**config.mk**
```make
export PLATFORM = sky130hd
export DESIGN_NAME = uop_serial_compare
export DESIGN_NICKNAME = d
export VERILOG_FILES = /design/src/rtl/uop_cmp_pkg.sv /design/src/rtl/uop_nxor.sv /design/src/rtl/uop_serial_compare.sv
export SDC_FILE = /design/constraint.sdc
export NUM_CORES = 1
export LEC_CHECK = 0
export ABC_CLOCK_PERIOD_IN_PS = 2100
export BUFFER_PORTS_ARGS = -buffer_cell sky130_fd_sc_hd__buf_2
export CAP_MARGIN = 0
export CELL_PAD_IN_SITES_DETAIL_PLACEMENT = 1
export CELL_PAD_IN_SITES_GLOBAL_PLACEMENT = 2
export CORE_ASPECT_RATIO = 2
export CORE_MARGIN = 2
export CORE_UTILIZATION = 34
export CTS_CLUSTER_SIZE = 40
export DETAILED_ROUTE_END_ITERATION = 10
export PLACE_DENSITY_LB_ADDON = 0.1
export SLEW_MARGIN = 30
export SYNTH_ARGS = -nofsm -noshare
export SYNTH_HDL_FRONTEND = slang
export SYNTH_SLANG_ARGS = --single-unit
```
**constraint.sdc**
```tcl
create_clock -name clk -period 2.1 [get_ports clk]
set_clock_uncertainty 0.1 [all_clocks]
set_input_delay 0.105 -clock clk [delete_from_list [all_inputs] [get_ports clk]]
set_output_delay 0.105 -clock clk [all_outputs]
set_load 0.03 [all_outputs]
```
**src/rtl/uop_cmp_pkg.sv**
```systemverilog
// Shared types and constants for the bit-serial word comparator.
package uop_cmp_pkg;

    localparam int CMP_WIDTH_DEFAULT = 8;

    typedef enum logic [1:0] {
        IDLE = 2'd0,
        RUN  = 2'd1,
        DONE = 2'd2
    } cmp_state_t;

endpackage

```
**src/rtl/uop_nxor.sv**
```systemverilog
// Per-bit equality cell: y is 1 when a and b carry the same value.
module uop_nxor (
    input  logic a,
    input  logic b,
    output logic y
);

    assign y = ~(a ^ b);

endmodule

```
**src/rtl/uop_serial_compare.sv**
```systemverilog
// Bit-serial word comparator: accumulates per-bit XNOR results over WIDTH
// accepted bit pairs and reports equality vector, mismatch count and match flag.
module uop_serial_compare
    import uop_cmp_pkg::*;
#(
    parameter int WIDTH = CMP_WIDTH_DEFAULT,
    parameter int CNT_W = $clog2(WIDTH + 1)
) (
    input  logic             clk,
    input  logic             n_reset,
    input  logic             start,
    input  logic             bit_valid,
    input  logic             a_bit,
    input  logic             b_bit,
    output logic             busy,
    output logic             done,
    output logic             match,
    output logic [CNT_W-1:0] mismatches,
    output logic [WIDTH-1:0] eq_vec
);

    localparam int IDX_W = $clog2(WIDTH);

    cmp_state_t       state;
    cmp_state_t       next_state;
    logic [IDX_W-1:0] bit_idx;
    logic             bit_eq;
    logic             accept;
    logic             last_bit;

    uop_nxor u_nxor (
        .a (a_bit),
        .b (b_bit),
        .y (bit_eq)
    );

    assign accept   = (state == RUN) && bit_valid;
    assign last_bit = (bit_idx == IDX_W'(WIDTH - 1));

    always_comb begin
        next_state = state;
        case (state)
            IDLE:    if (start) next_state = RUN;
            RUN:     if (accept && last_bit) next_state = DONE;
            DONE:    next_state = IDLE;
            default: next_state = IDLE;
        endcase
    end

    // busy/done are flopped from next_state so they are true register outputs.
    always_ff @(posedge clk or negedge n_reset) begin
        if (!n_reset) begin
            state <= IDLE;
            busy  <= 1'b0;
            done  <= 1'b0;
        end else begin
            state <= next_state;
            busy  <= (next_state != IDLE);
            done  <= (next_state == DONE);
        end
    end

    always_ff @(posedge clk or negedge n_reset) begin
        if (!n_reset) begin
            bit_idx    <= '0;
            mismatches <= '0;
            eq_vec     <= '0;
            match      <= 1'b0;
        end else if (state == IDLE && start) begin
            bit_idx    <= '0;
            mismatches <= '0;
            eq_vec     <= '0;
            match      <= 1'b0;
        end else if (accept) begin
            eq_vec[bit_idx] <= bit_eq;
            if (!bit_eq) begin
                mismatches <= mismatches + CNT_W'(1);
            end
            if (last_bit) begin
                bit_idx <= '0;
                match   <= (mismatches == '0) && bit_eq;
            end else begin
                bit_idx <= bit_idx + IDX_W'(1);
            end
        end
    end

endmodule

```
==> run_results.csv, run 1 <==
group,metric,value,unit
global_routing,grt_pass1_vias,820,
synth,synth_adder_area_share,4.73,%
floorplan,die_area,3600,µm²
route,ant_nets,0,
synth,syn_avg_cell_area,11.5,µm²
worst_setup_path,cpMaxStageDelayCell,"dfrtp_1",
clock_network,cts_buffers,3,
power,ir_drop,0.777,mV
global_routing,grt_use_total,15.1,%
min_path,hp-class,"primary input to register",
synth,ys_warn_count,0,
final_layout,fill_cells,351,
worst_setup_path,critPathLaunchType,"register",
clock_network,clk_latency,0.26,ns
worst_setup_path,cp_cell_sequence,"ha_1 -> ha_1 -> nor2_1 -> a22o_2 -> a22o_2",
synth,synth_compound_area_share,14.9,%
final_layout,num_antenna_cells,0,
clock_network,cts_buffer_depth,2,
synth,synthSimpleGateAreaFrac,18.7,%
synth,syn_area,1060,µm²
synth,synth.ff_latch_count,20,
route,wirelength,2.48,mm
min_path,hold_depth,3,
worst_setup_path,cp.arrival,1.73,ns
route,drt-pass1-iter-count,2,
clock_network,cts-resized-gates,0,
worst_setup_path,ff2ff_path_depth,5,
worst_setup_path,worstSetupPathType,"register to register",
global_routing,grt_pass1_wl,4.08,mm
timing,relSlewSlack,69.0,%
clock_network,cts_tree,"done",
power,power_density,1520,nW/µm²
global_routing,grt_max_degree,21,
timing,rsz0062_at_grt,"no",
placement,post-dp-hpwl,1.82,mm
worst_setup_path,cp.depth,5,
floorplan,num_io_pins,21,
floorplan,fp.dieH,82.9,µm
route,vias,804,
route,drc,0,
worst_setup_path,cpPeakStageDelay,0.59,ns
synth,yosysSeqAreaShare,47.3,%
route,avgRoutedWirePerCell,17.2,µm
final_layout,layout_common_cells,"20 x dfrtp_1, 20 x buf_2, 10 x nand2_1",
timing,slew_violations,0,
floorplan,core_area,2980,µm²
synth,synth.distinct_cells,33,
timing,setup-tns-final,0,ns
clock_network,cts_root_buffer,"clkbuf_8",
route,vias_per_cell,5.58,
placement,place.gp.congestion,0.677,
global_routing,grt_overflow,0,
clock_network,cts.sinks,20,
synth,synth-xor-area-share,2.36,%
worst_setup_path,crit_buf_inv,0,
final_layout,drive_above_1_share,28.9,%
synth,syn_inst,92,
placement,numPortBuffers,20,
synth,synth_mux_area_share,7.57,%
timing,max_freq,0.598,GHz
final_layout,area.growth.synth_to_final,16.8,%
clock_network,ctsHoldBuffers,1,
final_layout,final_cells,144,
timing,setup_viol,0,
route,drtIter0Drc,7,
placement,dp_cells,139,
floorplan,start_util,35.5,%
run_status,status,"complete, no violations",
flow_run,max_cap_viol_count,0,
worst_setup_path,critPathMaxFanout,11,
worst_setup_path,critical-path-top-delay-family,"flip-flops",
timing,min_period_over_period,79.6,%
timing,hold_violations,0,
worst_setup_path,cp.required,2.16,ns
timing,period_minus_slack,1.67,ns
timing,worst_pin_slew,0.464,ns
clock_network,clk_pin_slew_worst_paths,0.08,ns
synth,synth_nets,102,
floorplan,die_w,43.5,µm
global_routing,antenna_found_initial,0,
final_layout,nNetsFinal,125,
synth,synth_top_family_by_area,"simple AND/OR/NAND/NOR gates",
worst_setup_path,endpoint_kind,"register",
clock_network,cts_setup_buffers,0,
clock_network,htreeDepth,1,
power,total_leakage_power,0.000594,µW
floorplan,rows,28,
[final cells by class]
class,instances,area (µm²),share of cell area [%]
multi-input combinational,64,510,41.3
sequential,20,500,40.5
timing repair buffer,22,118,9.51
clock buffer,4,55.1,4.45
tap,30,37.5,3.04
inverter,4,15.0,1.21
[cell usage after synthesis]
library cell	instances	area, µm²
nor2_1	3	11.3
o31ai_1	1	7.51
nand2_1	10	37.5
nor4_1	1	6.26
nand4_1	1	6.26
xor2_1	1	8.76
o21bai_1	1	7.51
dfrtp_1	20	500
ha_1	4	50.1
and4bb_2	1	12.5
inv_1	4	15.0
and2_1	2	12.5
o21ai_0	2	10.0
nand3_1	4	20.0
mux2i_1	8	80.1
o311ai_0	1	8.76
buf_6	2	22.5
nor2b_1	1	6.26
or3b_4	1	11.3
buf_2	2	10.0
a22o_1	4	35.0
a22o_2	2	20.0
and3b_1	1	8.76
o41ai_2	1	16.3
a21oi_1	2	10.0
o41ai_1	1	8.76
o211ai_1	1	7.51
nand3b_1	3	22.5
nand4b_2	1	15.0
nor3b_1	3	22.5
nor3_1	1	5.00
o311ai_4	1	26.3
xnor2_2	1	16.3
[routing by layer]
metal	up-vias	global-route usage, %	part of all wire [%]
met5	-	0	0
met2	18	26.6	56
li1	381	-	-
met4	0	6.61	1.7
met1	401	17.3	40
met3	4	1.96	2.5
[cell families after synthesis]
family,count (synthesis)
compound gates,17
xor+xnor,2
mux,8
buf+inv,8
flops,20
simple gates,33
fa+ha+maj,4
[metrics by stage]
step	worst slack [ns]	utilization (%)	area (µm²)	hold WS [ns]	total power, µW
after floorplan	0.621	-	1060	-0.291	1350
after global placement	0.475	39.3	1170	-0.0164	1580
after detailed placement	0.459	39.3	1170	-0.0107	1610
after CTS	0.432	41.5	1240	0.102	1920
after global routing	0.335	41.5	1240	0.131	2020
final	0.429	41.5	1240	0.102	1880
[worst reg2reg max path, cell delays in order (launching register included)]
cell     delay (ns)
dfrtp_1        0.59
ha_1           0.23
ha_1           0.18
nor2_1         0.05
a22o_2         0.23
a22o_2         0.20
[path summary, 6_finish.rpt]
kind,from,to,slack [ns]
worst max register to register,bit_idx[1]$_DFFE_PN0P_,bit_idx[0]$_DFFE_PN0P_,0.43
worst min-delay path,start,busy$_DFF_PN0_,0.10
worst min register to register,eq_vec[5]$_DFFE_PN0P_,eq_vec[5]$_DFFE_PN0P_,0.42
worst max-delay path,bit_idx[1]$_DFFE_PN0P_,bit_idx[0]$_DFFE_PN0P_,0.43
min in group asynchronous,n_reset,bit_idx[2]$_DFFE_PN0P_,0.22
max in group asynchronous,n_reset,match$_DFFE_PN0P_,1.36
[state kept, by name, indices dropped and copies added (netlist names)]
register	count
bit_idx	3
busy	1
done	1
eq_vec	8
match	1
mismatches	4
state	2
[power breakdown]
group / leakage [µW] / switching (µW) / internal [µW] / total (µW)
clock: 0.0000288 / 132 / 167 / 299
combinational: 0.000314 / 533 / 328 / 861
sequential: 0.000251 / 184 / 540 / 724
Power figures use the tool's default switching activity.
==> run 2, diff against run 1 <==
--- a/config.mk
+++ b/config.mk
@@ -5,7 +5,7 @@
 export SDC_FILE = /design/constraint.sdc
 export NUM_CORES = 1
 export LEC_CHECK = 0
-export ABC_CLOCK_PERIOD_IN_PS = 2100
+export ABC_CLOCK_PERIOD_IN_PS = 1700
 export BUFFER_PORTS_ARGS = -buffer_cell sky130_fd_sc_hd__buf_2
 export CAP_MARGIN = 0
 export CELL_PAD_IN_SITES_DETAIL_PLACEMENT = 1
==> constraint.sdc (replaced) <==
create_clock -name clk -period 1.7 [get_ports clk]
set_clock_uncertainty 0.1 [all_clocks]
set_input_delay 0.085 -clock clk [delete_from_list [all_inputs] [get_ports clk]]
set_output_delay 0.085 -clock clk [all_outputs]
set_load 0.03 [all_outputs]
==> run 2 against run 1 <==
  * Critical path depth down 1
  * Register-to-register slack worse by 0.28 ns
  * First-iteration DRC count up 100%
  * Sequential share of layout area down 1.4 points
  * Utilization up 1.6 points
  * Sequential cell count unchanged
  * Highest routed layer unchanged
==> run_results.csv, run 2 (synthesis gave the netlist of run 1 again) <==
group,metric,value,unit
run_status,status,"complete, no violations",
power,p_clk_share,19.5,%
worst_setup_path,r2r-start,"bit_idx[0]$_DFFE_PN0P_",
placement,post-dp-hpwl,1.85,mm
power,ir_drop,1.14,mV
min_path,hold_depth,3,
worst_setup_path,critPathMaxFanout,9,
timing,fin_ws,0.144,ns
global_routing,antenna_found_initial,0,
power,power_switching_share,42.6,%
worst_setup_path,worstSetupPathType,"register to register",
timing,worst_pin_slew,0.450,ns
global_routing,grt_pass1_wl,3.95,mm
route,drtIter0Drc,14,
route,wirelength,2.40,mm
placement,post-place-ws,0.117,ns
clock_network,cts_buffer_depth,2,
timing,min_period_over_period,91.5,%
global_routing,grt_overflow,0,
timing,rsz0062_at_grt,"no",
timing,setup-tns-final,0,ns
final_layout,layout_common_cells,"20 x buf_2, 19 x dfrtp_1, 10 x nand2_1",
clock_network,cts_root_buffer,"clkbuf_8",
min_path,min_to,"busy$_DFF_PN0_",
final_layout,largestRegisters,"eq_vec x8, mismatches x4, bit_idx x3",
floorplan,die_area,3600,µm²
final_layout,num_antenna_cells,0,
timing,setup_viol,0,
power,p_seq_share,34.4,%
worst_setup_path,ff2ff_path_depth,4,
clock_network,clk_latency,0.26,ns
placement,numPortBuffers,20,
floorplan,fp.dieH,82.9,µm
floorplan,rows,28,
clock_network,cts_buffers,3,
clock_network,htreeDepth,1,
clock_network,cts.sinks,20,
route,drt-pass1-iter-count,3,
worst_setup_path,r2r_end,"bit_idx[2]$_DFFE_PN0P_",
floorplan,core_area,2980,µm²
final_layout,utilization,43.1,%
global_routing,grt_max_degree,21,
clock_network,cts_setup_buffers,0,
route,vias_per_cell,5.49,
global_routing,grt_pass1_vias,836,
route,avgRoutedWirePerCell,16.2,µm
placement,place.gp.congestion,0.726,
route,vias,812,
power,p_sw,1060,µW
worst_setup_path,cp.arrival,1.61,ns
timing,slew_violations,0,
timing,relSlewSlack,70.0,%
power,p_comb_share,46.2,%
final_layout,largest_register_ffs,8,
min_path,hold_start,"start",
worst_setup_path,endpoint_kind,"register",
flow_run,max_cap_viol_count,0,
worst_setup_path,r2r_slack,0.14,ns
global_routing,grt_use_total,14.7,%
power,power_density,1930,nW/µm²
final_layout,largest-register,"eq_vec",
timing,period_minus_slack,1.56,ns
min_path,hp-class,"primary input to register",
clock_network,clk_pin_slew_worst_paths,0.08,ns
power,p_int,1420,µW
final_layout,area.growth.synth_to_final,21.3,%
floorplan,start_util,35.5,%
final_layout,nNetsFinal,129,
route,drc,0,
worst_setup_path,cp.required,1.75,ns
timing,max_freq,0.643,GHz
final_layout,drive_above_1_share,32.2,%
final_layout,mostFrequentLayoutCell,"buf_2",
floorplan,num_io_pins,21,
clock_network,cts_tree,"done",
timing,hold_violations,0,
power,total_leakage_power,0.000620,µW
route,ant_nets,0,
floorplan,die_w,43.5,µm
worst_setup_path,critPathLaunchType,"register",
## run 2: per-layer routing
layer / share of wire, % / wire [µm] / vias up / GRT usage (%)
met5: 0 / 0 / - / 0
met4: 2.0 / 48 / 0 / 7.44
met3: 3.3 / 79 / 4 / 1.96
met2: 58 / 1390 / 17 / 26.5
met1: 37 / 881 / 405 / 15.6
li1: - / - / 386 / -
## run 2: cell type report
| cell class | count | area (µm²) |
|---|---|---|
| inverter | 4 | 15.0 |
| clock inverter | 1 | 30.0 |
| fill | 340 | 1690 |
| multi-input combinational | 64 | 510 |
| tap | 30 | 37.5 |
| sequential | 20 | 502 |
| timing repair buffer | 26 | 148 |
| clock buffer | 3 | 41.3 |
## run 2: what timing repair did
| item | in CTS | in global routing |
|---|---|---|
| resized for setup | 0 | 1 |
| endpoints found under the setup margin | 0 | 1 |
| endpoints found under the hold margin | 20 | 0 |
| hold buffers | 1 | 0 |
## run 2: critical path, stage by stage, from the launching register on
cell and delay, ns:
dfrtp_2 0.48, ha_1 0.22, ha_1 0.26, a22o_1 0.20, a22o_1 0.18
## run 2: through the flow
step | hold slack, ns | instance area [µm²] | power, µW | cells
floorplan | -0.311 | 1060 | 1670 | 92
global placement | -0.0375 | 1200 | 2000 | 143
detailed placement | -0.0276 | 1200 | 2030 | 143
CTS | 0.0823 | 1280 | 2520 | 148
global route | 0.121 | 1280 | 2650 | 148
finish | 0.0729 | 1280 | 2480 | 148
## run 2: worst max-delay path by stage
| stage | from | to | slack [ns] | cells after the start |
|---|---|---|---|---|
| after global routing | state[0]$_DFF_PN0_ | eq_vec[7]$_DFFE_PN0P_ | 0.07 | 3 |
| final | bit_idx[0]$_DFFE_PN0P_ | bit_idx[2]$_DFFE_PN0P_ | 0.14 | 4 |
| after detailed placement | bit_idx[0]$_DFFE_PN0P_ | bit_idx[2]$_DFFE_PN0P_ | 0.12 | 4 |
| after global placement | bit_idx[0]$_DFFE_PN0P_ | bit_idx[0]$_DFFE_PN0P_ | 0.15 | 5 |
| after CTS | bit_idx[0]$_DFFE_PN0P_ | bit_idx[2]$_DFFE_PN0P_ | 0.1 | 4 |
| after floorplan | bit_idx[0]$_DFFE_PN0P_ | bit_idx[2]$_DFFE_PN0P_ | 0.22 | 4 |
## run 2: power groups by stage
stage / clock (µW) / sequential (µW) / combinational, µW
finish: 482 / 851 / 1140
global route: 504 / 889 / 1260
CTS: 493 / 858 / 1170
detailed placement: 0 / 866 / 1160
global placement: 0 / 858 / 1140
floorplan: 0 / 1110 / 566
==> run 3, diff against run 2 <==
--- a/config.mk
+++ b/config.mk
@@ -10,7 +10,7 @@
 export CAP_MARGIN = 0
 export CELL_PAD_IN_SITES_DETAIL_PLACEMENT = 1
 export CELL_PAD_IN_SITES_GLOBAL_PLACEMENT = 2
-export CORE_ASPECT_RATIO = 2
+export CORE_ASPECT_RATIO = 1.5
 export CORE_MARGIN = 2
 export CORE_UTILIZATION = 34
 export CTS_CLUSTER_SIZE = 40
==> run 3 against run 2 <==
  * Sequential share of layout area grew 0.82 points
  * Routed wire length down 5.0%
  * Critical endpoint unchanged
  * Design area decreased by 2.0%
  * Critical path type unchanged
  * Register-to-register slack gained 0.02 ns
  * Global-route usage barely moved
==> run_results.csv, run 3 (synthesis gave the netlist of run 1 again) <==
group,metric,value,unit
route,drtIter0Drc,3,
power,power_density,1820,nW/µm²
timing,relSlewSlack,69.6,%
final_layout,drive_above_1_share,31.0,%
clock_network,cts.sinks,20,
final_layout,num_antenna_cells,0,
floorplan,start_util,36.0,%
worst_setup_path,r2r_slack,0.16,ns
worst_setup_path,endpoint_kind,"register",
clock_network,cts_setup_buffers,0,
route,ant_nets,0,
placement,numPortBuffers,20,
route,avgRoutedWirePerCell,14.7,µm
final_layout,mostFrequentLayoutCell,"buf_2",
route,drt-pass1-iter-count,2,
timing,max_freq,0.651,GHz
global_routing,grt_overflow,0,
floorplan,fp.dieH,72.3,µm
timing,slew_violations,0,
global_routing,grt_use_total,14.7,%
global_routing,grt_max_degree,21,
timing,setup_viol,0,
final_layout,utilization,42.7,%
placement,post-dp-hpwl,1.78,mm
final_layout,layout_common_cells,"20 x buf_2, 19 x dfrtp_1, 10 x nand2_1",
route,vias_per_cell,5.17,
min_path,hold_depth,3,
power,total_leakage_power,0.000600,µW
floorplan,num_io_pins,21,
worst_setup_path,r2r_end,"bit_idx[2]$_DFFE_PN0P_",
floorplan,die_w,49.6,µm
final_layout,largest_register_ffs,8,
worst_setup_path,critPathLaunchType,"register",
run_status,status,"complete, no violations",
min_path,hp-class,"primary input to register",
clock_network,cts_buffers,3,
timing,setup-tns-final,0,ns
timing,min_period_over_period,90.4,%
clock_network,cts_tree,"done",
route,vias,802,
flow_run,max_cap_viol_count,0,
worst_setup_path,ff2ff_path_depth,4,
clock_network,cts_buffer_depth,2,
min_path,min_to,"busy$_DFF_PN0_",
worst_setup_path,cp.arrival,1.58,ns
placement,place.gp.congestion,0.670,
min_path,hold_start,"start",
power,ir_drop,0.834,mV
clock_network,htreeDepth,1,
global_routing,grt_pass1_vias,888,
timing,rsz0062_at_grt,"no",
final_layout,nNetsFinal,128,
final_layout,largestRegisters,"eq_vec x8, mismatches x4, bit_idx x3",
global_routing,grt_pass1_wl,4.02,mm
worst_setup_path,r2r-start,"bit_idx[0]$_DFFE_PN0P_",
final_layout,area.growth.synth_to_final,18.8,%
clock_network,clk_pin_slew_worst_paths,0.07,ns
worst_setup_path,critPathMaxFanout,9,
floorplan,core_area,2940,µm²
global_routing,antenna_found_initial,0,
route,wirelength,2.28,mm
clock_network,cts_root_buffer,"clkbuf_8",
worst_setup_path,worstSetupPathType,"register to register",
timing,worst_pin_slew,0.456,ns
worst_setup_path,cp.required,1.75,ns
timing,period_minus_slack,1.54,ns
timing,hold_violations,0,
route,drc,0,
floorplan,die_area,3580,µm²
clock_network,clk_latency,0.25,ns
floorplan,rows,24,
final_layout,largest-register,"eq_vec",
==> run 3: layout make-up <==
class                           count  area, µm²
Sequential cell                    20        502
Tap cell                           39       48.8
Timing Repair Buffer               25        140
Multi-Input combinational cell     64        510
Clock buffer                        3       41.3
Fill cell                         353       1690
Inverter                            4       15.0
==> run 3: repair_timing <==
action / in CTS / in global routing
hold buffers: 1 / 0
endpoints found under the hold margin: 20 / 0
setup endpoints to repair: 0 / 1
resized for setup: 0 / 1
==> run 3: how the worst max path moves through the flow <==
| stage | startpoint | end | slack [ns] |
|---|---|---|---|
| 3_5_place_dp | bit_idx[0]$_DFFE_PN0P_ | bit_idx[0]$_DFFE_PN0P_ | 0.11 |
| 5_1_grt | state[1]$_DFF_PN0_ | eq_vec[0]$_DFFE_PN0P_ | 0.06 |
| 2_1_floorplan | bit_idx[0]$_DFFE_PN0P_ | bit_idx[2]$_DFFE_PN0P_ | 0.22 |
| 6_report | bit_idx[0]$_DFFE_PN0P_ | bit_idx[2]$_DFFE_PN0P_ | 0.16 |
| 4_1_cts | bit_idx[0]$_DFFE_PN0P_ | bit_idx[0]$_DFFE_PN0P_ | 0.09 |
| 3_3_place_gp | bit_idx[0]$_DFFE_PN0P_ | bit_idx[0]$_DFFE_PN0P_ | 0.17 |
==> run 3: stage by stage <==
step           setup slack (ns)  total power, µW  hold slack, ns  instances  instance area [µm²]
6_report                  0.163             2290          0.0765        155                 1260
5_1_grt                  0.0593             2470           0.109        155                 1260
4_1_cts                  0.0888             2330          0.0775        155                 1260
3_5_place_dp              0.113             2010         -0.0337        151                 1200
3_3_place_gp              0.174             1980         -0.0382        151                 1200
2_1_floorplan             0.221             1670          -0.311         92                 1060
==> run 3: per-layer routing <==
metal	GRT usage, %	wire length [µm]	vias to the layer above	share of wire (%)
met3	1.85	77	5	3.4
li1	-	-	386	-
met2	27.9	1220	17	54
met5	0	0	-	0
met4	7.41	47	0	2.1
met1	15.6	933	394	41
==> run 3: worst max-delay path, stage by stage, from the launching register on <==
cell and delay, ns:
dfrtp_2 0.46, ha_1 0.23, ha_1 0.27, a22o_1 0.19, a22o_1 0.17
==> run 3: power by group <==
group | total [µW] | internal [µW] | switching, µW
combinational | 1140 | 435 | 706
sequential | 843 | 671 | 172
clock | 305 | 158 | 147
total | 2290 | 1260 | 1020
